[config.mk]
export PLATFORM = sky130hd
export DESIGN_NAME = ctrled_tick_gen
export DESIGN_NICKNAME = d
export VERILOG_FILES = /design/src/rtl/ctrled_tick_gen.sv
export SDC_FILE = /design/constraint.sdc
export NUM_CORES = 1
export LEC_CHECK = 0
export CORE_MARGIN = 1.5
export CORE_UTILIZATION = 35
export DETAILED_ROUTE_END_ITERATION = 12
export GPL_TIMING_DRIVEN = 0
export SYNTH_ARGS = -nofsm -noshare
export SYNTH_HDL_FRONTEND = slang
export SYNTH_SLANG_ARGS = --single-unit
[constraint.sdc]
create_clock -name clk -period 8.35 [get_ports clk]
set_input_delay 2.505 -clock clk [delete_from_list [all_inputs] [get_ports clk]]
set_output_delay 2.505 -clock clk [all_outputs]
set_load 0.05 [all_outputs]
[src/rtl/ctrled_tick_gen.sv]
// Run-controlled periodic tick generator with burst mode and a shadowed period register.
// Optional macro TICK_TOGGLE_CTRL_EN: start/stop pulses toggle between RUN and IDLE (legacy control).
module ctrled_tick_gen #(
    parameter int CNT_W    = 24,
    parameter int CNT_MAX  = 10000000,
    parameter int BURST_W  = 8,
    parameter int INIT_RUN = 1
) (
    input  logic               clk,
    input  logic               rst,
    input  logic               start,
    input  logic               stop,
    input  logic               mode,
    input  logic [BURST_W-1:0] burst_len,
    input  logic               period_ld,
    input  logic [CNT_W-1:0]   period_in,
    output logic               update,
    output logic               running,
    output logic               done,
    output logic [BURST_W-1:0] tick_cnt
);

    typedef enum logic [1:0] {
        S_IDLE = 2'd0,
        S_RUN  = 2'd1,
        S_DONE = 2'd2
    } state_t;

    localparam state_t             RST_STATE = (INIT_RUN != 0) ? S_RUN : S_IDLE;
    localparam logic [CNT_W-1:0]   P_RST     = CNT_W'(CNT_MAX);
    localparam logic [BURST_W-1:0] TICK_MAX  = '1;

    state_t             r_state, w_state_next;
    logic [CNT_W-1:0]   r_count, w_count_next;
    logic [CNT_W-1:0]   r_period, w_period_next;
    logic [CNT_W-1:0]   r_shadow, w_shadow_next;
    logic               r_pend, w_pend_next;
    logic               r_mode, w_mode_next;
    logic [BURST_W-1:0] r_blen, w_blen_next;
    logic [BURST_W-1:0] r_tick, w_tick_next;
    logic               r_update, w_update_next;
    logic               r_done, w_done_next;
    logic               r_running, w_running_next;

    logic               w_stop_acc;
    logic               w_start_acc;
    logic               w_mode_in;
    logic [CNT_W-1:0]   w_pe;
    logic               w_wrap;
    logic [BURST_W-1:0] w_tick_inc;
    logic               w_direct_ld;

`ifdef TICK_TOGGLE_CTRL_EN
    logic w_toggle;
    assign w_toggle    = start | stop;
    assign w_stop_acc  = w_toggle && (r_state == S_RUN);
    assign w_start_acc = w_toggle && (r_state != S_RUN);
    assign w_mode_in   = mode & 1'b0;
`else
    assign w_stop_acc  = stop;
    assign w_start_acc = start && !stop;
    assign w_mode_in   = mode;
`endif

    // A zero period behaves as one, so count never needs to reach an unreachable terminal value.
    assign w_pe        = (r_period == '0) ? CNT_W'(1) : r_period;
    assign w_wrap      = (r_state == S_RUN) && (r_count == w_pe - 1'b1);
    assign w_tick_inc  = (r_tick == TICK_MAX) ? r_tick : r_tick + 1'b1;
    assign w_direct_ld = period_ld && ((r_state != S_RUN) || w_stop_acc || w_start_acc);

    always_comb begin
        w_state_next  = r_state;
        w_count_next  = r_count;
        w_mode_next   = r_mode;
        w_blen_next   = r_blen;
        w_tick_next   = r_tick;
        w_update_next = 1'b0;
        w_done_next   = 1'b0;

        if (w_stop_acc) begin
            w_state_next = S_IDLE;
            w_count_next = '0;
        end else if (w_start_acc) begin
            w_state_next = S_RUN;
            w_count_next = '0;
            w_tick_next  = '0;
            w_mode_next  = w_mode_in;
            w_blen_next  = (burst_len == '0) ? BURST_W'(1) : burst_len;
        end else begin
            case (r_state)
                S_RUN: begin
                    if (w_wrap) begin
                        w_count_next  = '0;
                        w_update_next = 1'b1;
                        w_tick_next   = w_tick_inc;
                        if (r_mode && (w_tick_inc == r_blen)) begin
                            w_state_next = S_DONE;
                            w_done_next  = 1'b1;
                        end
                    end else begin
                        w_count_next = r_count + 1'b1;
                    end
                end
                S_DONE:  w_state_next = S_IDLE;
                default: w_count_next = '0;
            endcase
        end
        w_running_next = (w_state_next == S_RUN);
    end

    // Loads while counting are parked in the shadow and only land when a period ends.
    always_comb begin
        w_period_next = r_period;
        w_shadow_next = r_shadow;
        w_pend_next   = r_pend;
        if (w_direct_ld) begin
            w_period_next = period_in;
            w_shadow_next = period_in;
            w_pend_next   = 1'b0;
        end else begin
            if (r_pend && (w_wrap || w_stop_acc || w_start_acc)) begin
                w_period_next = r_shadow;
                w_pend_next   = 1'b0;
            end
            if (period_ld) begin
                w_shadow_next = period_in;
                w_pend_next   = 1'b1;
            end
        end
    end

    always_ff @(posedge clk) begin
        if (rst) begin
            r_state   <= RST_STATE;
            r_count   <= '0;
            r_period  <= P_RST;
            r_shadow  <= P_RST;
            r_pend    <= 1'b0;
            r_mode    <= 1'b0;
            r_blen    <= BURST_W'(1);
            r_tick    <= '0;
            r_update  <= 1'b0;
            r_done    <= 1'b0;
            r_running <= (RST_STATE == S_RUN);
        end else begin
            r_state   <= w_state_next;
            r_count   <= w_count_next;
            r_period  <= w_period_next;
            r_shadow  <= w_shadow_next;
            r_pend    <= w_pend_next;
            r_mode    <= w_mode_next;
            r_blen    <= w_blen_next;
            r_tick    <= w_tick_next;
            r_update  <= w_update_next;
            r_done    <= w_done_next;
            r_running <= w_running_next;
        end
    end

    assign update   = r_update;
    assign running  = r_running;
    assign done     = r_done;
    assign tick_cnt = r_tick;

endmodule
==> After elaboration in Yosys (flattened, before gate mapping) <==
Cells that the tools add are included.
Widths: inputs -> output; s select.
{ "word_totals": {"regBits": 95, "input_bits": 38, "wordCells": 68} }
{ "op_classes": {"addsub": 3, "eq_ne": 7, "mux": 21, "bitwise": 3, "n_reduce_logical": 23} }
{ "op_table": {"columns": ["cell", "count"], "rows": [
  ["$mux 24", 6],
  ["$pmux 24 s2", 1],
  ["$mux 8", 5],
  ["$add 24x1->24 const B", 1],
  ["$eq 24x24->1", 1],
  ["$logic_not 24->1", 1],
  ["$sub 24x1->24 const B", 1],
  ["$reduce_bool 2->1", 5],
  ["$add 8x1->8 const B", 1],
  ["$eq 8x8->1", 1],
  ["$eq 8x8->1 const B", 1],
  ["$logic_not 8->1", 1],
  ["$mux 2", 4],
  ["$logic_and 1x1->1", 5],
  ["$reduce_or 5->1", 1],
  ["$eq 2x1->1 const B", 2],
  ["$logic_or 1x1->1", 4],
  ["$mux 1", 4],
  ["$pmux 2 s2", 1],
  ["$reduce_or 4->1", 1],
  ["$not 1->1", 3],
  ["$reduce_and 3->1", 1],
  ["$reduce_or 3->1", 1],
  ["$eq 2x2->1 const B", 1],
  ["other kinds (4)", 4]
]} }

==> Depth between registers and ports, before layout <==
Gate-level depths: netlist of the first run.
{ "depth": {"ltp_word": 10, "ltp_mapped": 17} }

==> Worst setup path before layout of the first run <==
No wires, ideal clock.
{ "synth_timing": {"path_type": "input to register", "startpoint": "input port stop", "endpoint": "register r_period[19]", "setup_time_ns": 0.087, "arrival_time_ns": 4.048, "t_required_ns": 8.263, "setup_slack_ns": 4.215, "path_stages": 8, "path_buffers": 3, "path_cell_list": "clkbuf_1 > nor2_1 > nand2_1 > and2_1 > clkbuf_1 > clkbuf_1 > nor4_1 > a221oi_2"} }
{ "synth_between": {"elab_chain_len": 5, "word_cells_on_any_way": 10} }
{ "synth_lines": {"columns": ["element", "line", "rtl"], "rows": [
  ["start: declaration", "12", "input logic stop,"],
  ["$logic_not 1->1", "61", "assign w_start_acc = start && !stop;"],
  ["$logic_and 1x1->1", "61", null],
  ["$logic_or 1x1->1, on equally long branches", "69, 121", null],
  ["$logic_and 1x1->1, on equally long branches", "69, 121", null],
  ["$mux 24 / $reduce_bool 2->1 (equally long branches)", null, null],
  ["end signal: assignment", "148", "r_period <= w_period_next;"],
  ["end: declaration", "35", "logic [CNT_W-1:0] r_period, w_period_next;"]
]} }
Parallel ways exist; a longest one is shown, timed or not.
A chain may end at the register's enable or synchronous reset.

==> Final worst setup path of the first run <==
{ "layout_timing": {"startpoint": "register r_period[7]", "endpoint": "register r_running, in the netlist running"} }
{ "layout_between": {"elab_chain_len": 10} }
{ "layout_lines": {"columns": ["element", "line", "rtl"], "rows": [
  ["$logic_not 24->1", "66", "assign w_pe = (r_period == '0) ? CNT_W'(1) : r_period;"],
  ["$mux 24 *", "66", null],
  ["$sub 24x1->24 *", "67", "assign w_wrap = (r_state == S_RUN) && (r_count == w_pe - 1'b1);"],
  ["$eq 24x24->1 *", "67", null],
  ["$logic_and 1x1->1 *", "67", null],
  ["$mux 2 *", "92", "if (w_wrap) begin"],
  ["$pmux 2 s2 *", "90", "case (r_state)"],
  ["$mux 2 *", "83", "end else if (w_start_acc) begin"],
  ["$mux 2 *", "80", "if (w_stop_acc) begin"],
  ["$eq 2x1->1 *", "108", "w_running_next = (w_state_next == S_RUN);"],
  ["end signal: assignment", "144", "r_running <= (RST_STATE == S_RUN);"],
  ["end signal: assignment", "156", "r_running <= w_running_next;"],
  ["end: declaration", "43", "logic r_running, w_running_next;"]
]} }
Every way passes the cells marked *; elsewhere a longest branch is shown, timed or not.

==> results.md, run 1 <==
- Status: completed
- Post-synth EDFFs: 0
- Overall power: about 1.1 mW
- Die Height: approximately 130 um
- Final worst setup slack: 3.33 ns
- Top-count cell post-synth: dfxtp_1
- IO Pins: just under 50
- Port Buf Inserts: between 40 and 50
- Syn Inst Count: between 600 and 700
- Clock skew: roughly 0.0081 ns
- Detailed-placement wirelength estimate: between 10 and 15 mm
- HP Start: r_blen[6]
- Main flop type after synthesis: dfxtp_1
- Slew @ Worst Pin: 0.839 ns
- Setup TNS: 0 ns
- Initial antenna violation count: 0
- Worst setup EP type: flip-flop
- Worst setup SP type: flip-flop
- Area Growth Syn to Fin: 18.9%
- FMAX: ~200 MHz
- Pre-antenna DRT Iters: 5
- Die area: between 15000 and 20000 um^2
- Finished Layout Cells: 903
- Worst-Skew Late Latency: between 0.3 and 0.4 ns
- Required time worst endpoint: roughly 8.6 ns
- Drc violations: 0
- Wire length of the first global-routing pass: around 25 mm
- Row count: 45
- Critical Path, Cell by Cell: clkbuf_1 > or3_1 > clkbuf_1 > nor2_1 > a31oi_1 > ha_1 > nor3b_1 > nand2_1 > o41ai_1 > o41a_1 > o21ai_0 > nor4b_2 > nand2_1 > o311ai_1 > a221oi_1
- Place WS: 3.36 ns
- Number of buffers on the longest clock path: 2
- Power Dens Cells: approximately 170 nW/um^2
- Critical path origin: r_period[7]
- Arrival time worst endpoint: ~5.2 ns
- Number of synthesized register bits: between 90 and 100
- Largest net degree at the start of global routing: 17
- Slew margin rel.: approximately 44%
- PostCTS Resize Cnt: 0
- N_diodes: 0
- Synth Cell Area: approximately 5400 um^2
- Vias in the first global route: 4857
- Synth Warn #: 0
- CTS H-tree depth: 3
- First DRT Iteration DRCs: around 390
- Slew Viols, Final: 0
- Max Cap Viol: 0
- Top cells by count, synth: 95 x dfxtp_1, 60 x nor2_1, 53 x mux2i_1, 52 x nand2_1, 35 x nand3_1
- Via count: 5065
- Gr usage total: a little under a fifth
- Async set-reset flop share out of synthesis: 0%
- RSZ-0062 raised after global routing: false
- Routed wire length: roughly 15 mm
- Launching point of the worst reg2reg path: r_period[7]
- Die Span X: between 100 and 150 um
- Critical path's slowest cell: nor4b_2
- Final nets: ~750
- Leakage power: 2.23 nW
- Worst VDD drop: between 0.1 and 0.15 mV
- GRT overflow: 0
- DR vias/cell: 5.61
- Register area share after synthesis: between 30% and 40%
- Clock slew at reported path FFs: 0.07 ns
- Final ANT Viol Nets: 0
- Post-synthesis cell type count: 68
- Syn nets: a little under 700
- Share of layout cells above drive strength 1: about 5.6%
- Synth area leader: dfxtp_1
- Placed cell count: around 890
- Crit-path max cell delay: just under 0.8 ns
- Critical path class: flip-flop to flip-flop
- Critical path fanouts, max: 7
- Worst min path class: flip-flop to flip-flop
- CTS Hold Buffers Added: 0
- Post-CTS Setup Inserts: 0
- Final period util: 60.2%
- Routability cong.: between 0.8 and 0.9
- CTS Root Cell: clkbuf_16
- Final hold violation count: 0
- Endpoints failing setup: 0
- Tmin final: 5.02 ns
- CTS tree: yes
- Core Area: 15200 um^2
- Initial Utilization: a little over a third
- Top cells by area, synth: dfxtp_1 35%, mux2i_1 9.8%, nor2_1 4.1%, xnor2_1 4.0%, nand2_1 3.6%
- Wire length per cell: around 17 um
- Num Clock Sinks: 95
- CTS buffer count: 9
- Top cell type's share of synthesized area: between 30% and 40%
- Mean Syn Cell Area: around 8.3 um^2
[state kept, by name (all words and copies together) (netlist names)]
name      count
r_count      24
r_period     24
r_shadow     24
r_blen        8
tick_cnt      8
r_state       2
done          1
r_mode        1
r_pend        1
running       1
update        1
[layer usage]
metal | up-vias | part of all wire [%] | track usage [%]
li1 | 2507 | - | -
met1 | 2383 | 47 | 24.6
met2 | 150 | 46 | 31.2
met3 | 25 | 4.3 | 2.85
met4 | 0 | 2.6 | 8.00
met5 | - | 0 | 0
[power by group]
part / switching, mW / total, mW / internal [mW]
combinational: 0.0805 / 0.143 / 0.0624
sequential: 0.0213 / 0.494 / 0.472
clock: 0.183 / 0.456 / 0.273
[cell families after synthesis]
kind of cell	after synthesis	share of synthesized area, %
flops	95	35.0
compound gates	133	17.5
buf+inv	67	5.04
fa+ha+maj	5	1.15
mux	54	9.97
simple gates	257	24.6
xor+xnor	42	6.77
[metrics by stage]
stage                     utilization [%]  hold WS (ns)  area, um^2
final                                42.5         0.474        6460
after CTS                            42.5         0.472        6460
after global placement               40.3         0.455        6130
after global routing                 42.5         0.491        6460
after detailed placement             40.3         0.461        6130
after floorplan                         -         0.437        5440
[path summary, 6_finish.rpt]
path / end / slack, ns / depth (start not counted)
worst min register to register: r_blen[6] / 0.47 / 2
worst max register to register: running / 3.33 / 15
worst max-delay path: running / 3.33 / 15
worst min-delay path: r_blen[6] / 0.47 / 2
[placed cells by master, fill, tap and decap left out, drive strengths merged, types with 8 or more instances in the layout]
cell type,count
mux2i,53
buf,13
a31oi,9
nor4,15
or3,8
nor3,22
a21oi,32
or4,9
clkbuf,36
o21ai,21
nand3,35
nor2,60
inv,29
a221oi,8
nand4,9
xor2,17
and3,17
nand2,52
xnor2,25
dfxtp,95
a22o,8
clkdlybuf4s50,46
a211oi,22
[cell type report]
class / count / area, um^2
multi-input combinational: 491 / 3260
sequential: 95 / 1900
inverter: 28 / 105
clock buffer: 10 / 239
clock inverter: 6 / 91.3
buffer: 39 / 169
fill: 1490 / 8740
tap: 188 / 235
timing repair buffer: 46 / 460
[worst max-delay path, delay by kind of cell (launching register included)]
family | cells | cell delay, ns
buffers and inverters | 2 | 0.52
AO/OA/AOI/OAI | 6 | 1.55
adder cells (fa/ha/maj) | 1 | 0.22
flip-flops | 1 | 0.30
AND/OR/NAND/NOR | 6 | 2.28
(Power assumes the default switching activity.)
==> inputs of run 2 (changes only) <==
==> constraint.sdc (replaced) <==
create_clock -name clk -period 4.8 [get_ports clk]
set_input_delay 1.44 -clock clk [delete_from_list [all_inputs] [get_ports clk]]
set_output_delay 1.44 -clock clk [all_outputs]
set_load 0.05 [all_outputs]
==> run 2 against run 1 <==
  * Critical endpoint is now r_count[13]
  * Largest power group unchanged
  * Highest routed layer unchanged
  * Critical path depth fell by 1
  * Global-route usage did not move
  * Maximum frequency rose by 12%
  * Non-clock buffer count rose by 6
  * Hold slack improved by 0.00054 ns
  * Setup slack got worse by 3.0 ns
  * Combinational power rose by 78%
  * First-iteration DRC count fell by 5.9%
==> results.md, run 2 (synthesis gave the netlist of run 1 again) <==
- GRT overflow: 0 (unchanged)
- Via count: 5080 (+0.30%)
- Row count: 45 (unchanged)
- Overall power: 1.91 mW (+74%)
- Largest net degree at the start of global routing: 17 (unchanged)
- Worst setup EP type: flip-flop
- Critical path class: flip-flop to flip-flop
- Initial Utilization: 35.8% (unchanged)
- CP bufs+invs: 1 (-1)
- Top flop regs: r_count (24), r_period (24), r_shadow (24)
- N_diodes: 0 (unchanged)
- Die Height: 128 um (unchanged)
- Slew margin rel.: 45.4% (+1.4 points)
- Final hold violation count: 0 (unchanged)
- Place WS: -0.190 ns (-3.55 ns)
- Die area: 16300 um^2 (unchanged)
- Crit-path max cell delay: 0.61 ns (-0.16 ns)
- DR vias/cell: 5.59 (-0.37%)
- Tmin final: 4.48 ns (-0.540 ns)
- Wire length of the first global-routing pass: 24.6 mm (about the same)
- Worst setup SP type: flip-flop
- Endpoints failing setup: 0 (unchanged)
- Die Span X: 128 um (unchanged)
- Routed wire length: 15.1 mm (+0.36%)
- Slew Viols, Final: 0 (unchanged)
- Most common cell after layout, fill and taps aside: dfxtp_1
- Initial antenna violation count: 0 (unchanged)
- IO Pins: 49 (unchanged)
- CP top delay family: simple AND/OR/NAND/NOR gates
- Status: completed
- Wire length per cell: 16.6 um (-0.30%)
- FMAX: 223 MHz (+12%)
- Share of layout cells above drive strength 1: 6.80% (+1.2 points)
- Final ANT Viol Nets: 0 (unchanged)
- Critical path fanouts, max: 10 (+3)
- Num Clock Sinks: 95 (unchanged)
- Critical path's slowest cell: or4_4
- Clock skew: 0.00775 ns (-0.000358 ns)
- Commonest cells after routing, fill and taps aside: 95 x dfxtp_1, 60 x nor2_1, 53 x mux2i_1
- Final worst setup slack: 0.317 ns (-3.01 ns)
- Leakage power: 2.28 nW (+2.3%)
- CTS Root Cell: clkbuf_16
- Crit-path most repeated cell: a211oi_1
- CTS H-tree depth: 3 (unchanged)
- Gr usage total: 18.9% (unchanged)
- Vias in the first global route: 4849 (-0.16%)
- Required time worst endpoint: 5.07 ns (-3.49 ns)
- Clock slew at reported path FFs: 0.06 ns (about the same)
- Critical Path, Cell by Cell: or4_4 > nor4_4 > a31oi_1 > ha_1 > nor3b_4 > and4_1 > a211oi_1 > a211oi_1 > a41oi_1 > nor4b_4 > a211oi_4 > clkbuf_1 > nand2_1 > mux2i_1
- Worst-Skew Late Latency: 0.35 ns (about the same)
- Final period util: 93.4% (+33 points)
- Routability cong.: 0.896 (unchanged)
- Number of buffers on the longest clock path: 2 (unchanged)
- Power Dens Cells: 291 nW/um^2 (+72%)
- Worst VDD drop: 0.233 mV (+74%)
- First DRT Iteration DRCs: 364 (-5.9%)
- Arrival time worst endpoint: 4.76 ns (-0.47 ns)
- Pre-antenna DRT Iters: 5 (unchanged)
- CTS tree: yes
- Worst min path class: flip-flop to flip-flop
- Detailed-placement wirelength estimate: 11.3 mm (unchanged)
- Port Buf Inserts: 46 (unchanged)
- Final nets: 759 (+0.80%)
- CTS buffer count: 9 (unchanged)
- Max Cap Viol: 0 (unchanged)
- Area Growth Syn to Fin: 20.6%
- Drc violations: 0 (unchanged)
- Slew @ Worst Pin: 0.819 ns (-0.0198 ns)
- Core Area: 15200 um^2 (unchanged)
==> run 2: final cells by class <==
cell class | count | area, um^2
fill | 1481 | 8650
multi-input combinational | 491 | 3310
sequential | 95 | 1900
timing repair buffer | 52 | 505
clock buffer | 10 | 239
tap | 188 | 235
buffer | 39 | 169
inverter | 28 | 105
clock inverter | 6 | 91.3
==> run 2: worst register-to-register path: stages, from the launching register on <==
cell and delay [ns]:
dfxtp_1 0.40, or4_4 0.62, nor4_4 0.45, a31oi_1 0.16, ha_1 0.27, nor3b_4 0.19
and4_1 0.23, a211oi_1 0.24, a211oi_1 0.07, a41oi_1 0.45, nor4b_4 0.15, a211oi_4 0.47
clkbuf_1 0.45, nand2_1 0.12, mux2i_1 0.15
==> run 2: per-stage QoR <==
stage / instances / setup TNS, ns / hold slack [ns] / utilization, % / area (um^2)
2_1_floorplan: 653 / 0 / 0.437 / - / 5440
3_3_place_gp: 887 / -1.74 / 0.455 / 40.3 / 6130
3_5_place_dp: 887 / -3.07 / 0.461 / 40.3 / 6130
4_1_cts: 903 / 0 / 0.472 / 42.7 / 6480
5_1_grt: 909 / -0.00567 / 0.491 / 43.1 / 6560
6_report: 909 / 0 / 0.474 / 43.1 / 6560
==> run 2: where the power goes <==
part / switching (mW) / total, mW / internal (mW)
logic: 0.143 / 0.255 / 0.112
registers: 0.0380 / 0.860 / 0.822
clock network: 0.317 / 0.791 / 0.474
==> run 2: worst paths after layout <==
check | start | endpoint | slack [ns] | cells past startpoint
setup reg to reg | r_period[19] | r_count[13] | 0.32 | 14
hold / removal | r_blen[7] | r_blen[7] | 0.47 | 2
setup / recovery | r_period[19] | r_count[13] | 0.32 | 14
hold reg to reg | r_blen[7] | r_blen[7] | 0.47 | 2
==> run 2: per-layer routing <==
metal / GRT usage [%] / vias up / part of all wire (%)
met3: 2.76 / 23 / 4.5
li1: - / 2521 / -
met4: 7.60 / 0 / 2.3
met1: 24.6 / 2401 / 47
met2: 31.5 / 135 / 46
met5: 0 / - / 0
==> run 2: repair_timing <==
item / 4_1_cts / 5_1_grt
setup endpoints to repair: 30 / 47
gates resized for setup: 3 / 4
pin swaps: 1 / 3
hold buffers: 0 / 0
setup buffers: 0 / 6
==> inputs of run 3 (changes only) <==
--- a/config.mk
+++ b/config.mk
@@ -9,6 +9,7 @@
 export CORE_UTILIZATION = 35
 export DETAILED_ROUTE_END_ITERATION = 12
 export GPL_TIMING_DRIVEN = 0
+export SETUP_SLACK_MARGIN = 0.3
 export SYNTH_ARGS = -nofsm -noshare
 export SYNTH_HDL_FRONTEND = slang
 export SYNTH_SLANG_ARGS = --single-unit
==> run 3 against run 2 <==
  * Core utilization rose by 0.40 points
  * Hold slack got worse by 0.0015 ns
  * Non-clock buffer count rose by 1
  * Critical path type unchanged
  * Via count rose by 0.59%
  * Flip-flop and latch count did not move
  * Die area did not move
  * Sequential power barely moved
==> results.md, run 3 (synthesis gave the netlist of run 1 again) <==
- Pre-antenna DRT Iters: 5 (unchanged)
- Worst VDD drop: 0.233 mV (-0.13%)
- Core Area: 15200 um^2 (unchanged)
- IO Pins: 49 (unchanged)
- Arrival time worst endpoint: 4.49 ns (-0.27 ns)
- Die area: 16300 um^2 (unchanged)
- Tmin final: 4.29 ns (-0.195 ns)
- First DRT Iteration DRCs: 322 (-12%)
- CTS tree: yes
- Initial Utilization: 35.8% (unchanged)
- Worst setup EP type: flip-flop
- Initial antenna violation count: 0 (unchanged)
- Slew margin rel.: 44.8% (-0.57 points)
- Fill count: 1477 (-0.27%)
- Endpoints failing setup: 0 (unchanged)
- Routability cong.: 0.896 (unchanged)
- Critical path fanouts, max: 7 (-3)
- Top flop regs: r_count (24), r_period (24), r_shadow (24)
- Critical Path, Cell by Cell: or4_4 > nor4_4 > a31oi_1 > ha_1 > nor3b_4 > and4_1 > xnor2_1 > a211oi_1 > a41oi_2 > nor4b_4 > nand2_1 > o311ai_1 > a221oi_1
- CTS H-tree depth: 3 (unchanged)
- Clock slew at reported path FFs: 0.07 ns (about the same)
- Most common cell after layout, fill and taps aside: dfxtp_1
- Die Span X: 128 um (unchanged)
- N_diodes: 0 (unchanged)
- Share of layout cells above drive strength 1: 8.17% (+1.4 points)
- Port Buf Inserts: 46 (unchanged)
- Worst min path class: flip-flop to flip-flop
- Required time worst endpoint: 5.01 ns (-0.06 ns)
- Slew Viols, Final: 0 (unchanged)
- Post-layout util: 43.5% (+0.40 points)
- Worst setup SP type: flip-flop
- CTS buffer count: 9 (unchanged)
- Area Growth Syn to Fin: 21.7%
- Worst-Skew Late Latency: 0.35 ns (about the same)
- Worst r2r path cells: 13 (-1)
- Via count: 5110 (+0.59%)
- FMAX: 233 MHz (+4.5%)
- Die Height: 128 um (unchanged)
- Area of the multi-input gates: 3360 um^2 (+1.4%)
- Gr usage total: 18.9% (-0.027 points)
- CTS Root Cell: clkbuf_16
- Final worst setup slack: 0.511 ns (+0.195 ns)
- Row count: 45 (unchanged)
- Critical path class: flip-flop to flip-flop
- Critical path's slowest cell: or4_4
- Final nets: 760 (+0.13%)
- GRT overflow: 0 (unchanged)
- Sequential Area: 1900 um^2 (unchanged)
- Wire length per cell: 16.6 um (+0.28%)
- Num Clock Sinks: 95 (unchanged)
- Final period util: 89.4% (-4.1 points)
- Commonest cells after routing, fill and taps aside: 95 x dfxtp_1, 60 x nor2_1, 53 x mux2i_1
- Power Dens Cells: 289 nW/um^2 (-0.70%)
- Place WS: -0.190 ns (unchanged)
- RSZ-0062 raised after global routing: false
- Vias in the first global route: 4868 (+0.39%)
- Leakage power: 2.31 nW (+1.0%)
- Number of buffers on the longest clock path: 2 (unchanged)
- Drc violations: 0 (unchanged)
- Clock skew: 0.00794 ns (+0.000189 ns)
- Crit-path max cell delay: 0.61 ns (about the same)
- Status: completed
- Worst hold path cell count: 2 (unchanged)
- Final hold violation count: 0 (unchanged)
- Routed wire length: 15.1 mm (+0.39%)
- Wire length of the first global-routing pass: 24.5 mm (-0.25%)
- Max Cap Viol: 0 (unchanged)
- DR vias/cell: 5.62 (+0.48%)
- Largest net degree at the start of global routing: 17 (unchanged)
- Detailed-placement wirelength estimate: 11.3 mm (unchanged)
- Final ANT Viol Nets: 0 (unchanged)
- Slew @ Worst Pin: 0.827 ns (+0.00855 ns)
==> run 3: through the flow <==
step / cell area (um^2) / setup TNS [ns] / hold WS [ns] / power (mW) / cells
2_1_floorplan: 5440 / 0 / 0.437 / 1.03 / 653
3_3_place_gp: 6130 / -1.74 / 0.455 / 1.12 / 887
3_5_place_dp: 6130 / -3.07 / 0.461 / 1.12 / 887
4_1_cts: 6520 / 0 / 0.472 / 1.92 / 905
5_1_grt: 6620 / 0 / 0.491 / 1.98 / 910
6_report: 6620 / 0 / 0.473 / 1.91 / 910
==> run 3: final timing paths <==
check / from / endpoint / slack (ns)
max: r_period[12] / running / 0.51
min reg2reg: r_blen[6] / r_blen[6] / 0.47
min: r_blen[6] / r_blen[6] / 0.47
max reg2reg: r_period[12] / running / 0.51
==> run 3: power breakdown <==
| group | internal (mW) | total, mW | switching [mW] |
|---|---|---|---|
| Combinational | 0.113 | 0.258 | 0.145 |
| Clock | 0.474 | 0.791 | 0.317 |
| Sequential | 0.822 | 0.861 | 0.0390 |
| Total | 1.41 | 1.91 | 0.501 |
==> run 3: repair_timing <==
action,4_1_cts,5_1_grt
hold buffers,0,0
setup buffers,2,5
gates cloned,0,0
setup endpoints to repair,59,57
gates resized for setup,8,16
pin swaps,1,3
==> run 3: final cells by class <==
cell class              count  share of cell area (%)
plain buffers              39                    2.65
clock buffers              10                    3.61
clock inverters             6                    1.38
inverters                  28                    1.59
multi-input cells         491                    50.7
flip-flops and latches     95                    28.7
well taps                 188                    3.55
repair buffers             53                    7.75
==> run 3: metal layers <==
metal	track usage (%)	up-vias	wire, um
met5	0	-	0
met4	8.26	0	378
met3	2.76	22	651
met2	31.3	125	7030
met1	24.4	2445	7050
li1	-	2518	-
==> run 3: worst max-delay path: cells and delay by family, from the launching register on <==
| kind | cells | cell delay (ns) |
|---|---|---|
| adder cells (fa/ha/maj) | 1 | 0.26 |
| XOR/XNOR | 1 | 0.14 |
| flip-flops | 1 | 0.41 |
| AND/OR/NAND/NOR | 6 | 2.20 |
| AO/OA/AOI/OAI | 5 | 1.13 |
